<file path="src/rtl/uart_rx_stat.sv">
// uart_rx_stat: 8N1 serial receiver feeding a small show-ahead FIFO, plus
// the 2-bit status word read back through the register file's US register.
//
// Ports:
//   clk      system clock, everything on posedge
//   rst_n    synchronous active-low reset
//   rx       asynchronous serial line, idle high, LSB first
//   pop      drop the FIFO head this cycle (ignored when empty)
//   err_clr  clear the sticky error bit (a new error in the same cycle wins)
//   rx_data  FIFO head byte, 8'h00 when empty
//   us       {sticky error (framing/overrun), FIFO non-empty}
//
// Receiver FSM:
//   state       | meaning
//   ------------+-----------------------------------------------------------
//   S_IDLE      | line idle, waiting for a falling edge on the synced line
//   S_START     | half-bit wait, then confirm start bit is still low
//   S_DATA      | sample 8 data bits at bit-centre, LSB first
//   S_STOP      | one bit wait, sample stop bit; push byte or flag framing
//   S_WAIT_HIGH | after a framing error, hold off until the line goes high

module uart_rx_stat #(
  parameter int CLKS_PER_BIT = 434,
  parameter int FIFO_DEPTH   = 4
) (
  input  logic       clk,
  input  logic       rst_n,
  input  logic       rx,
  input  logic       pop,
  input  logic       err_clr,
  output logic [7:0] rx_data,
  output logic [1:0] us
);

  localparam int TW   = $clog2(CLKS_PER_BIT);
  localparam int PW   = $clog2(FIFO_DEPTH);
  localparam int CNTW = PW + 1;

  localparam logic [TW-1:0]   BIT_LOAD  = TW'(CLKS_PER_BIT - 1);
  localparam logic [TW-1:0]   HALF_LOAD = TW'(CLKS_PER_BIT / 2 - 1);
  localparam logic [CNTW-1:0] FULL_CNT  = CNTW'(FIFO_DEPTH);

  typedef enum logic [2:0] {
    S_IDLE,
    S_START,
    S_DATA,
    S_STOP,
    S_WAIT_HIGH
  } state_t;

  // Two-flop synchronizer; both reset high so reset never looks like a start bit.
  logic rx_meta_q, rxs_q;

  state_t        state_q, state_d;
  logic [TW-1:0] tmr_q, tmr_d;
  logic [2:0]    bit_cnt_q, bit_cnt_d;
  logic [7:0]    shift_q, shift_d;

  logic [7:0]      mem_q [FIFO_DEPTH];
  logic [PW-1:0]   wr_ptr_q, wr_ptr_d;
  logic [PW-1:0]   rd_ptr_q, rd_ptr_d;
  logic [CNTW-1:0] count_q, count_d;
  logic            err_q, err_d;

  logic push, frame_err;
  logic do_pop, do_push, overrun, full;

  // Receiver next-state. Timers are down-counters; the action happens on the
  // cycle the counter reads zero.
  always_comb begin
    state_d   = state_q;
    tmr_d     = tmr_q;
    bit_cnt_d = bit_cnt_q;
    shift_d   = shift_q;
    push      = 1'b0;
    frame_err = 1'b0;
    case (state_q)
      S_IDLE: begin
        bit_cnt_d = '0;
        if (!rxs_q) begin
          state_d = S_START;
          tmr_d   = HALF_LOAD;
        end
      end
      S_START: begin
        if (tmr_q != '0) begin
          tmr_d = tmr_q - TW'(1);
        end else if (rxs_q) begin
          state_d = S_IDLE;
        end else begin
          state_d = S_DATA;
          tmr_d   = BIT_LOAD;
        end
      end
      S_DATA: begin
        if (tmr_q != '0) begin
          tmr_d = tmr_q - TW'(1);
        end else begin
          shift_d = {rxs_q, shift_q[7:1]};
          tmr_d   = BIT_LOAD;
          if (bit_cnt_q == 3'd7) begin
            state_d = S_STOP;
          end else begin
            bit_cnt_d = bit_cnt_q + 3'd1;
          end
        end
      end
      S_STOP: begin
        if (tmr_q != '0) begin
          tmr_d = tmr_q - TW'(1);
        end else if (rxs_q) begin
          push    = 1'b1;
          state_d = S_IDLE;
        end else begin
          frame_err = 1'b1;
          state_d   = S_WAIT_HIGH;
        end
      end
      S_WAIT_HIGH: begin
        if (rxs_q) begin
          state_d = S_IDLE;
        end
      end
      default: state_d = S_IDLE;
    endcase
  end

  // FIFO control. A pop frees a slot in the same cycle, so a push into a full
  // FIFO alongside a pop is accepted rather than treated as overrun.
  always_comb begin
    full     = (count_q == FULL_CNT);
    do_pop   = pop && (count_q != '0);
    do_push  = push && (!full || do_pop);
    overrun  = push && full && !do_pop;
    wr_ptr_d = do_push ? wr_ptr_q + PW'(1) : wr_ptr_q;
    rd_ptr_d = do_pop  ? rd_ptr_q + PW'(1) : rd_ptr_q;
    count_d  = count_q;
    if (do_push && !do_pop) begin
      count_d = count_q + CNTW'(1);
    end else if (do_pop && !do_push) begin
      count_d = count_q - CNTW'(1);
    end
    if (frame_err || overrun) begin
      err_d = 1'b1;
    end else if (err_clr) begin
      err_d = 1'b0;
    end else begin
      err_d = err_q;
    end
  end

  always_ff @(posedge clk) begin
    if (!rst_n) begin
      rx_meta_q <= 1'b1;
      rxs_q     <= 1'b1;
      state_q   <= S_IDLE;
      tmr_q     <= '0;
      bit_cnt_q <= '0;
      shift_q   <= '0;
      wr_ptr_q  <= '0;
      rd_ptr_q  <= '0;
      count_q   <= '0;
      err_q     <= 1'b0;
    end else begin
      rx_meta_q <= rx;
      rxs_q     <= rx_meta_q;
      state_q   <= state_d;
      tmr_q     <= tmr_d;
      bit_cnt_q <= bit_cnt_d;
      shift_q   <= shift_d;
      wr_ptr_q  <= wr_ptr_d;
      rd_ptr_q  <= rd_ptr_d;
      count_q   <= count_d;
      err_q     <= err_d;
    end
  end

  // Storage needs no reset: entries are only visible while count_q covers them.
  always_ff @(posedge clk) begin
    if (rst_n && do_push) begin
      mem_q[wr_ptr_q] <= shift_q;
    end
  end

  assign rx_data = (count_q != '0) ? mem_q[rd_ptr_q] : 8'h00;
  assign us      = {err_q, (count_q != '0)};

endmodule
</file>
<file path="config.mk">
export PLATFORM = sky130hd
export DESIGN_NAME = uart_rx_stat
export DESIGN_NICKNAME = d
export VERILOG_FILES = /design/src/rtl/uart_rx_stat.sv
export SDC_FILE = /design/constraint.sdc
export NUM_CORES = 1
export LEC_CHECK = 0
export BUFFER_PORTS_ARGS = -buffer_cell sky130_fd_sc_hd__buf_2
export CAP_MARGIN = 20
export CORE_ASPECT_RATIO = 1.75
export CORE_UTILIZATION = 51
export DETAILED_ROUTE_END_ITERATION = 12
export GPL_TIMING_DRIVEN = 0
export PLACE_DENSITY = 0.68
export SYNTH_ARGS = -nofsm -noshare
export SYNTH_HDL_FRONTEND = slang
export SYNTH_SLANG_ARGS = --single-unit
</file>
<file path="constraint.sdc">
create_clock -name clk -period 7.9 [get_ports clk]
set_input_delay 1.185 -clock clk [delete_from_list [all_inputs] [get_ports clk]]
set_output_delay 1.185 -clock clk [all_outputs]
set_load 0.01 [all_outputs]
</file>
==> results by group <==
Routing
  • Routed via count: 2128
  • Metal2 WL: 3410 um
  • Post-Route WL: 6240 um
  • Wl on met1: 2370 um
  • Vias per inst: 5.74
  • Post-DRT Antenna Nets: 0
  • TritonRoute pass-1 iters: 4
  • Wire per inst: 16.8 um
  • Drt drc: 0
  • 1st-iter DRT viols: 90
  • Top sig layer: met4
  • Metal3 WL: 206 um

Die
  • Initial Utilization: 53.2%
  • Die ar.: 0.00651 mm2
  • Core Rows: 37
  • Core footprint: 0.00593 mm2
  • Die X: 61.4 um
  • DIE HEIGHT: 106 um
  • Num ports: 15

STA
  • Fin crit share: 40.8%
  • Relative slew slack: 27.3%
  • Final hold vios: 0
  • Final setup violation count: 0
  • RSZ-0062 raised after global routing: false
  • WHS: 0.407 ns
  • Slew @ Worst Pin: 1.08 ns
  • Clk_skew: 0.00727 ns
  • Slew Viols, Final: 0
  • Crit path time final: 3.23 ns
  • Max Clk Rate: 310 MHz
  • Setup tns final: 0 ns
  • Post-route setup slack: 4.67 ns

Placed design
  • Placer Congestion: 0.970
  • Place WS: 4.60 ns
  • PortBufs: 14
  • Dpl hpwl: 4540 um

Synthesis
  • Sequential element share of the synthesized area: 52.7%
  • Ys async rst share: 0%
  • Synth Flop Type: dfxtp_1
  • Library cells used by synthesis: 62
  • Netlist Area Pre-Place: 0.00315 mm2
  • Avg Cell Area, Syn: 12.0 um2
  • Mapped Nets: 278
  • Synth warnings: 0
  • EDFF count, synth: 32
  • Post-Syn Instances: 263
  • Synth Register Bits: 67

Worst hold path
  • Worst Hold Class: flip-flop to flip-flop
  • Worst hold start: rx_meta_q
  • Hold EP: rxs_q
  • Hold Crit Depth: 1

Layout
  • Nets@finish: 303
  • Area Overhead vs Synth: 13.3%
  • Layout cells sized above 1: 20.1%
  • Fillers: 521
  • Util after Layout: 60.2%
  • Antenna fix cells: 0

Pwr
  • Clock share of power: 35.2%
  • Pwr dens: 277 mW/mm2
  • Switching power: 281 uW
  • Sequential share of power: 39.8%
  • Internal Pwr Total: 709 uW
  • Leak: 1.33 nW
  • Switch share: 28.4%
  • Peak supply drop: 0.000173 V
  • Logic gate share of total power: 25.0%

Clocking
  • Clock transition at path regs: 0.07 ns
  • Hold buffers post-CTS: 0
  • CTS Buffer Depth: 2
  • Clk Latency, worst-skew pair: 0.34 ns
  • Inserted Clock Buffers: 9
  • Post-CTS resize count: 0
  • CTS tree: yes
  • H-Tree Depth: 3
  • Root buffer selected by CTS: clkbuf_8
  • Post-CTS Setup Inserts: 0
  • CTS sink cnt: 67

Worst setup path
  • Worst R2R End: count_q[2]
  • CP Cell Sequence: clkbuf_1, mux4_2, and2_1, buf_2
  • Critical path class: flip-flop to output pin
  • R2r worst-path depth: 11
  • CP bufs+invs: 2
  • FF-to-FF setup slack: 4.72 ns
  • Required time worst endpoint: 6.71 ns
  • Critical path endpoint category: output pin
  • RR Startpoint: tmr_q[0]
  • CP max stage delay: 0.58 ns
  • Top Family by Delay on Critical Path: buffers and inverters
  • Critical Path Start Type: flip-flop
  • CP max-delay cell: mux4_2
  • Crit path max fanout: 8
  • Critical path arrival: 2.04 ns

Job
  • Max_cap viols: 0

Global routing
  • Largest net degree at the start of global routing: 13
  • Global-route wire length before repair: 10000 um
  • GRT Total Usage: 21.6%
  • Vias in the first global route: 2068
  • Gr ovfl total: 0
  • Initial antenna violation count: 0

Status
  • Status: complete, no violations
[power groups by stage]
| stage | logic [mW] | registers, mW | clock network [mW] |
|---|---|---|---|
| 2_1_floorplan | 0.183 | 0.397 | 0 |
| 3_3_place_gp | 0.245 | 0.401 | 0 |
| 3_5_place_dp | 0.249 | 0.402 | 0 |
| 4_1_cts | 0.250 | 0.394 | 0.356 |
| 5_1_grt | 0.281 | 0.396 | 0.367 |
| 6_report | 0.247 | 0.394 | 0.348 |
[synth_stat cells (all sizes together), types with 5 or more instances]
library cell | instances | area (um2)
nor4 | 5 | 52.6
inv | 8 | 30.0
ha | 9 | 113
and3 | 5 | 31.3
nor2 | 19 | 71.3
a21oi | 10 | 50.1
o31ai | 5 | 51.3
buf | 6 | 45.0
mux2i | 9 | 90.1
clkbuf | 12 | 55.1
and2 | 10 | 62.6
nand2 | 7 | 26.3
edfxtp | 32 | 961
mux4 | 8 | 180
nand3 | 11 | 55.1
dfxtp | 35 | 701
nor3 | 7 | 40.0
o21ai | 6 | 30.0
[cell type report]
cell class	instances	area, um2	share of cell area (%)
inverters	8	30.0	0.842
flip-flops and latches	67	1660	46.6
well taps	78	97.6	2.73
multi-input cells	170	1360	38.1
plain buffers	18	100	2.81
clock buffers	10	138	3.86
repair buffers	14	70.1	1.96
clock inverters	6	113	3.16
[cell families (layout without fill, tap and decap cells)]
kind of cell	after synthesis	in the layout	synth area share, %
simple gates	91	91	17.8
mux	18	18	9.05
flops	67	67	52.7
buf+inv	26	56	4.13
compound gates	47	47	11.0
fa+ha+maj	10	10	4.21
xor+xnor	4	4	1.11
[per-layer routing]
metal	vias to the layer above	global-route usage, %
met5	-	0
met3	23	5.47
met1	1001	22.4
li1	1042	-
met2	62	37.9
met4	0	11.3
[worst max-delay path by stage]
stage / from / endpoint / slack [ns] / depth (start not counted)
finish: flip-flop / rx_data[6] / 4.67 / 4
global route: tmr_q[0] / count_q[2] / 4.48 / 11
global placement: pop / count_q[2] / 4.65 / 10
CTS: flip-flop / rx_data[6] / 4.60 / 4
floorplan: pop / count_q[2] / 4.95 / 9
detailed placement: pop / count_q[2] / 4.60 / 10
[state kept, by name, summed over array words and instances, names as in the netlist, named ones only]
register,count
bit_cnt_q,3
mem_q,32
state_q,3
rx_meta_q,1
count_q,3
rxs_q,1
rd_ptr_q,2
tmr_q,9
err_q,1
wr_ptr_q,2
shift_q,8
[placed cells by master (no fill, tap or decap), drive strengths merged, types with 5 or more instances in the layout]
cell type and instances:
dfxtp 35, edfxtp 32, clkbuf 22, buf 20, nor2 19, nand3 11
and2 10, a21oi 10, mux2i 9, ha 9, inv 8, mux4 8
nand2 7, nor3 7, o21ai 6, and3 5, o31ai 5, nor4 5
[stage by stage]
stage / power (mW) / instances / cell area [um2]
3_3_place_gp: 0.646 / 355 / 3320
5_1_grt: 1.05 / 371 / 3570
4_1_cts: 0.999 / 371 / 3570
2_1_floorplan: 0.580 / 263 / 3150
3_5_place_dp: 0.650 / 355 / 3320
6_report: 0.989 / 371 / 3570
Note: power is estimated with default switching activity, not from simulation.
